**src/rtl/inst_fetch_unit_pkg.sv**
```systemverilog
// Shared definitions for the instruction fetch stage: boot PC, nop encoding,
// fetch FSM states, fault causes and read-response codes.
package inst_fetch_unit_pkg;

  localparam logic [31:0] RESET_PC = 32'h8000_0000;
  localparam logic [31:0] NOP_INST = 32'h0000_0013;

  typedef enum logic [2:0] {
    ST_BOOT = 3'd0,
    ST_IDLE = 3'd1,
    ST_REQ  = 3'd2,
    ST_WAIT = 3'd3,
    ST_DONE = 3'd4
  } fetch_state_e;

  localparam logic [1:0] FC_NONE     = 2'b00;
  localparam logic [1:0] FC_MISALIGN = 2'b01;
  localparam logic [1:0] FC_BUSERR   = 2'b10;

  localparam logic [1:0] RESP_OKAY   = 2'b00;
  localparam logic [1:0] RESP_SLVERR = 2'b10;
  localparam logic [1:0] RESP_DECERR = 2'b11;

  // RV32 without compressed instructions requires word-aligned fetches.
  function automatic logic is_misaligned(input logic [1:0] pc_low);
    return pc_low != 2'b00;
  endfunction

endpackage

```
**src/rtl/inst_fetch_unit.sv**
```systemverilog
// Instruction fetch stage: one single-beat read per committed instruction,
// with misaligned-PC and bus-error fault reporting and a fetch counter.
module inst_fetch_unit #(
  parameter int                ADDR_W   = 32,
  parameter logic [ADDR_W-1:0] RESET_PC = ADDR_W'(inst_fetch_unit_pkg::RESET_PC)
) (
  input  logic              i_clock,
  input  logic              i_reset,
  input  logic              i_valid,
  input  logic [ADDR_W-1:0] i_next_pc,
  output logic [ADDR_W-1:0] o_araddr,
  output logic              o_arvalid,
  input  logic              i_arready,
  input  logic [31:0]       i_rdata,
  input  logic [1:0]        i_rresp,
  input  logic              i_rvalid,
  output logic              o_rready,
  output logic [31:0]       o_inst,
  output logic [ADDR_W-1:0] o_pc,
  output logic              o_fault,
  output logic [1:0]        o_fault_cause,
  output logic              o_valid,
  output logic [31:0]       o_fetch_cnt
);
  import inst_fetch_unit_pkg::*;

  fetch_state_e      state_q, state_d;
  logic [ADDR_W-1:0] pc_q;
  logic [ADDR_W-1:0] out_pc_q;
  logic [31:0]       inst_q;
  logic              fault_q;
  logic [1:0]        cause_q;
  logic [31:0]       cnt_q;

  logic [ADDR_W-1:0] check_pc;
  logic              start_check;
  logic              misalign_done;
  logic              bus_done;
  logic              bus_err;

  // NOTE: every signal driven here gets a default first so no path leaves it
  // unassigned, which would otherwise infer a latch.
  always_comb begin
    state_d     = state_q;
    check_pc    = pc_q;
    start_check = 1'b0;
    bus_done    = 1'b0;
    unique case (state_q)
      ST_BOOT: start_check = 1'b1;
      ST_IDLE: begin
        if (i_valid) begin
          check_pc    = i_next_pc;
          start_check = 1'b1;
        end
      end
      ST_REQ:  if (i_arready) state_d = ST_WAIT;
      ST_WAIT: begin
        if (i_rvalid) begin
          bus_done = 1'b1;
          state_d  = ST_DONE;
        end
      end
      ST_DONE: state_d = ST_IDLE;
      default: state_d = ST_BOOT;
    endcase
    // Alignment check shares the accept cycle; a bad PC never reaches the bus.
    misalign_done = start_check && is_misaligned(check_pc[1:0]);
    if (start_check) state_d = misalign_done ? ST_DONE : ST_REQ;
  end

  assign bus_err = (i_rresp != RESP_OKAY);

  // NOTE: sequential state uses non-blocking assignments so every register
  // samples pre-edge values regardless of statement order.
  always_ff @(posedge i_clock) begin
    if (i_reset) state_q <= ST_BOOT;
    else         state_q <= state_d;
  end

  always_ff @(posedge i_clock) begin
    if (i_reset) begin
      pc_q     <= RESET_PC;
      out_pc_q <= RESET_PC;
      inst_q   <= NOP_INST;
      fault_q  <= 1'b0;
      cause_q  <= FC_NONE;
      cnt_q    <= '0;
    end else begin
      if (state_q == ST_IDLE && i_valid) pc_q <= i_next_pc;
      if (misalign_done) begin
        inst_q   <= NOP_INST;
        fault_q  <= 1'b1;
        cause_q  <= FC_MISALIGN;
        out_pc_q <= check_pc;
        cnt_q    <= cnt_q + 32'd1;
      end else if (bus_done) begin
        inst_q   <= bus_err ? NOP_INST : i_rdata;
        fault_q  <= bus_err;
        cause_q  <= bus_err ? FC_BUSERR : FC_NONE;
        out_pc_q <= pc_q;
        cnt_q    <= cnt_q + 32'd1;
      end
    end
  end

  // Reset forces every output to its idle value in the cycle it is asserted.
  assign o_araddr      = i_reset ? RESET_PC : pc_q;
  assign o_arvalid     = !i_reset && (state_q == ST_REQ);
  assign o_rready      = !i_reset && (state_q == ST_WAIT);
  assign o_valid       = !i_reset && (state_q == ST_DONE);
  assign o_inst        = i_reset ? NOP_INST : inst_q;
  assign o_pc          = i_reset ? RESET_PC : out_pc_q;
  assign o_fault       = !i_reset && fault_q;
  assign o_fault_cause = i_reset ? FC_NONE : cause_q;
  assign o_fetch_cnt   = i_reset ? 32'd0 : cnt_q;

endmodule

```
**config.mk**
```make
export PLATFORM = sky130hd
export DESIGN_NAME = inst_fetch_unit
export DESIGN_NICKNAME = d
export VERILOG_FILES = /design/src/rtl/inst_fetch_unit_pkg.sv /design/src/rtl/inst_fetch_unit.sv
export SDC_FILE = /design/constraint.sdc
export NUM_CORES = 1
export LEC_CHECK = 0
export ABC_CLOCK_PERIOD_IN_PS = 4320
export CAP_MARGIN = 25
export CORE_AREA = 2 2 118 120
export DETAILED_ROUTE_END_ITERATION = 16
export DIE_AREA = 0 0 120 122
export PLACE_DENSITY = 0.93
export SLEW_MARGIN = 20
export SYNTH_ARGS = -nofsm -noshare
export SYNTH_HDL_FRONTEND = slang
export SYNTH_SLANG_ARGS = --single-unit
```
**constraint.sdc**
```tcl
create_clock -name i_clock -period 4.32 [get_ports i_clock]
set_clock_uncertainty 0.15 [all_clocks]
set_input_delay 0.864 -clock i_clock [delete_from_list [all_inputs] [get_ports i_clock]]
set_output_delay 0.864 -clock i_clock [all_outputs]
set_load 0.005 [all_outputs]
```
==> Implementation_results.wiki <==
{| class="wikitable"
! Metric !! Value
|-
| Post-Route M1 WL || 7540 µm
|-
| CTS buffer count || 17
|-
| Number of violations reported at the end of detailed-routing iteration 0 || 468
|-
| Area of the core || 13500 µm²
|-
| Final estimated routing congestion in global placement || 0.823
|-
| Via count of the routed design || 6197
|-
| Largest net degree at the start of global routing || 112
|-
| Internal Pwr Total || 0.00261 W
|-
| Crit path required time || 3310 ps
|-
| Fraction of power spent switching nets || 0.284
|-
| Final cycle utilization of the critical path || 0.790
|-
| Global Route Usage Sum || 0.248
|-
| CTS tree || built
|-
| Area of the die || 14600 µm²
|-
| Master cell of the clock root buffer || sky130_fd_sc_hd__clkbuf_16
|-
| Total of buffers placed on input and output ports || 204
|-
| Crit Path Max Fanout || 111
|-
| Synth top area share || 0.410
|-
| Min Hold Slack || 295 ps
|-
| Number of max-cap violations || 0
|-
| Part of the total power dissipated in the clock network || 0.422
|-
| Cell type of the slowest stage on the worst timing path || sky130_fd_sc_hd__buf_6
|-
| Top achievable clock speed || 293 MHz
|-
| FP Rows || 43
|-
| Total number of yosys warnings || 0
|-
| Max-slew violations || 0
|-
| CP Cell Sequence || buf_6, buf_4, nor2b_1, clkdlybuf4s50_1
|-
| Grt ovf || 0
|-
| Result of the run || finished clean
|-
| Remaining antenna violation count || 0
|-
| Uppermost layer routed || met4
|-
| Startpoint types || primary input
|-
| Reg2reg path depth || 6
|-
| Chip Height || 122 µm
|-
| Cell depth of the worst hold path || 2
|-
| Final Hold Vio Count || 0
|-
| Number of flops mapped to enable cells by yosys || 0
|-
| Width of the die || 120 µm
|-
| Power Dens Cells || 392 nW/µm²
|-
| Post-Synthesis Cell Area || 6550 µm²
|-
| Clock latency at the later pin of the worst-skew pair || 420 ps
|-
| Largest stage delay on the critical path || 580 ps
|-
| Detailed-route wire length per cell || 15.6 µm
|-
| Crit. End Element || output port
|-
| Setup TNS Final || 0 ps
|-
| Number of global-route vias before repair || 6056
|-
| Cells after Synth || 804
|-
| Minimum clock period || 3410 ps
|-
| Type of the worst setup path || primary input to output port
|-
| Number of setup buffers added after CTS || 0
|-
| Endpoint, Worst Hold || inst_q[23]
|-
| CTS max path bufs || 2
|-
| TritonCTS sink count || 134
|-
| Mean cell area of the mapped netlist || 8.15 µm²
|-
| Hold WC Path Type || flip-flop to flip-flop
|-
| Via density per instance || 5.31
|-
| Hold_sp || inst_q[23]
|-
| Library cell with the largest summed area after synthesis || sky130_fd_sc_hd__dfxtp_1
|-
| Mapped Nets || 876
|-
| WL final || 18200 µm
|-
| Effective utilization at floorplan || 0.485
|-
| Layout overhead on the synthesized area || 42.2%
|-
| Transition time at the pin with the least slew margin || 829 ps
|-
| Arrival time at the worst endpoint || 2400 ps
|-
| Sequential element share of the synthesized area || 0.410
|-
| Post-cts resize count || 0
|-
| Comb pwr share || 0.196
|-
| Wire length of the first global-routing pass || 29200 µm
|-
| Portion of total power attributed to sequential cells || 0.382
|-
| RR Endpoint || cnt_q[26]
|-
| Worst slew margin || 0.446
|-
| DP Wirelength || 12000 µm
|-
| Switching pwr || 0.00104 W
|-
| Setup slack on the worst flop-to-flop path || 1390 ps
|-
| Detailed-route DRC error count || 0
|-
| Netlist cell types || 41
|-
| Commonest register cell after synthesis || sky130_fd_sc_hd__dfxtp_1
|-
| Final-layout fill cell count || 1023
|-
| Antenna cell count || 0
|-
| Iteration count of the initial detailed-routing pass || 4
|-
| Number of buffers added to fix hold violations after cts || 0
|-
| RSZ-0062 raised after global routing || no
|-
| Final number of setup-violating endpoints || 0
|-
| Worst flop-to-flop path startpoint || state_q[0]
|-
| Async set-reset flop share out of synthesis || 0
|-
| Ports || 205
|-
| Net count, final || 1045
|-
| Share of final-layout standard cells stronger than drive strength 1 || 0.0700
|-
| Seq cells post-synth || 134
|-
| Ranking of synthesized cells by area || sky130_fd_sc_hd__dfxtp_1, sky130_fd_sc_hd__nor2b_1, sky130_fd_sc_hd__nand2_1
|-
| H-tree depth reported by CTS || 4
|-
| Clock-pin slew reported for the worst setup and hold paths after clock tree synthesis || 60 ps
|-
| Initial antenna violation count || 0
|-
| Routed wl met3 || 1340 µm
|-
| Power consumption || 0.00365 W
|-
| Peak VDD IR || 0.247 mV
|-
| Sum of met2 wire segment lengths after detailed routing || 8790 µm
|-
| Static Leak || 3.61 nW
|}
[power by group through the flow]
stage	Clock [W]	Combinational [W]	Sequential [W]
detailed placement	0	0.000710	0.00142
global placement	0	0.000699	0.00141
floorplan	0	0.000498	0.00137
global route	0.00162	0.000779	0.00141
CTS	0.00156	0.000715	0.00139
finish	0.00154	0.000714	0.00139
[worst max path at each step]
stage / start / end / slack, ps / cells after the start
2_1_floorplan: i_reset / o_arvalid / 1510 / 4
5_1_grt: i_reset / o_pc[24] / 820 / 4
4_1_cts: i_reset / o_araddr[4] / 920 / 4
3_3_place_gp: i_valid / cnt_q[26] / 810 / 7
6_report: i_reset / o_araddr[9] / 910 / 4
3_5_place_dp: i_valid / cnt_q[26] / 690 / 7
[final cells by class]
cell class / instances / area (µm²) / area share
Clock inverter: 8 / 145 / 0.0156
Inverter: 4 / 15.0 / 0.00161
Multi-Input combinational cell: 599 / 3600 / 0.386
Sequential cell: 134 / 2680 / 0.288
Timing Repair Buffer: 217 / 2170 / 0.233
Clock buffer: 24 / 482 / 0.0517
Tap cell: 180 / 225 / 0.0242
[critical path: cells and delay by family]
kind | cells | cell delay (ps)
simple gates | 1 | 90
buf+inv | 3 | 1380
[per-layer routing]
metal,up-vias,GRT usage
li1,3043,-
met1,2907,0.286
met2,201,0.411
met3,46,0.0852
met4,0,0.124
met5,-,0
[state kept, by name (all words and copies together), names as in the netlist]
register  count
cnt_q        32
inst_q       32
out_pc_q     32
pc_q         32
state_q       3
cause_q       2
fault_q       1
[through the flow]
| step | area (µm²) | cells | setup WS, ps | utilization |
|---|---|---|---|---|
| 4_1_cts | 9310 | 1166 | 921 | 0.690 |
| 3_3_place_gp | 8680 | 1134 | 814 | 0.643 |
| 6_report | 9310 | 1166 | 909 | 0.690 |
| 5_1_grt | 9310 | 1166 | 824 | 0.690 |
| 3_5_place_dp | 8680 | 1134 | 693 | 0.643 |
| 2_1_floorplan | 6550 | 804 | 1510 | - |
[cell families (layout without fill, tap and decap cells)]
logic type | Yosys count | after routing | share of synthesized area
buf+inv | 71 | 253 | 0.0458
fa+ha+maj | 1 | 1 | 0.00191
xor+xnor | 28 | 28 | 0.0374
flops | 134 | 134 | 0.410
mux | 33 | 33 | 0.0510
compound gates | 144 | 144 | 0.152
simple gates | 393 | 393 | 0.302
[cells in the final DEF (no fill, tap or decap), types with 3 or more instances in the layout]
| master | netlist | layout |
|---|---|---|
| sky130_fd_sc_hd__a2111oi_2 | 16 | 15 |
| sky130_fd_sc_hd__a211oi_1 | 4 | 4 |
| sky130_fd_sc_hd__a21o_1 | 29 | 29 |
| sky130_fd_sc_hd__a21oi_1 | 74 | 74 |
| sky130_fd_sc_hd__a31oi_1 | 3 | 3 |
| sky130_fd_sc_hd__and2_1 | 4 | 4 |
| sky130_fd_sc_hd__and3_1 | 4 | 4 |
| sky130_fd_sc_hd__and4_1 | 6 | 6 |
| sky130_fd_sc_hd__buf_4 | 0 | 11 |
| sky130_fd_sc_hd__bufinv_16 | 0 | 4 |
| sky130_fd_sc_hd__clkbuf_1 | 44 | 4 |
| sky130_fd_sc_hd__clkbuf_16 | 0 | 17 |
| sky130_fd_sc_hd__clkbuf_8 | 0 | 3 |
| sky130_fd_sc_hd__clkdlybuf4s50_1 | 0 | 203 |
| sky130_fd_sc_hd__dfxtp_1 | 134 | 134 |
| sky130_fd_sc_hd__inv_1 | 4 | 4 |
| sky130_fd_sc_hd__mux2i_1 | 30 | 30 |
| sky130_fd_sc_hd__nand2_1 | 110 | 110 |
| sky130_fd_sc_hd__nand3_1 | 41 | 41 |
| sky130_fd_sc_hd__nand4_1 | 8 | 8 |
| sky130_fd_sc_hd__nor2_1 | 74 | 73 |
| sky130_fd_sc_hd__nor2b_1 | 126 | 126 |
| sky130_fd_sc_hd__nor3_1 | 4 | 4 |
| sky130_fd_sc_hd__nor4_1 | 4 | 4 |
| sky130_fd_sc_hd__o21ai_0 | 10 | 10 |
| sky130_fd_sc_hd__or2_2 | 5 | 5 |
| sky130_fd_sc_hd__xnor2_1 | 24 | 24 |
| sky130_fd_sc_hd__xor2_1 | 4 | 4 |
[cells in the mapped netlist, types with 5 or more instances]
| library cell | n |
|---|---|
| sky130_fd_sc_hd__nand3_1 | 41 |
| sky130_fd_sc_hd__and4_1 | 6 |
| sky130_fd_sc_hd__a21oi_1 | 74 |
| sky130_fd_sc_hd__xnor2_1 | 24 |
| sky130_fd_sc_hd__dfxtp_1 | 134 |
| sky130_fd_sc_hd__mux2i_1 | 30 |
| sky130_fd_sc_hd__nand4_1 | 8 |
| sky130_fd_sc_hd__a2111oi_2 | 16 |
| sky130_fd_sc_hd__a21o_1 | 29 |
| sky130_fd_sc_hd__nor2_1 | 74 |
| sky130_fd_sc_hd__o21ai_0 | 10 |
| sky130_fd_sc_hd__nor2b_1 | 126 |
| sky130_fd_sc_hd__or2_2 | 5 |
| sky130_fd_sc_hd__buf_2 | 15 |
| sky130_fd_sc_hd__buf_1 | 6 |
| sky130_fd_sc_hd__clkbuf_1 | 44 |
| sky130_fd_sc_hd__nand2_1 | 110 |
(Power assumes the default switching activity.)
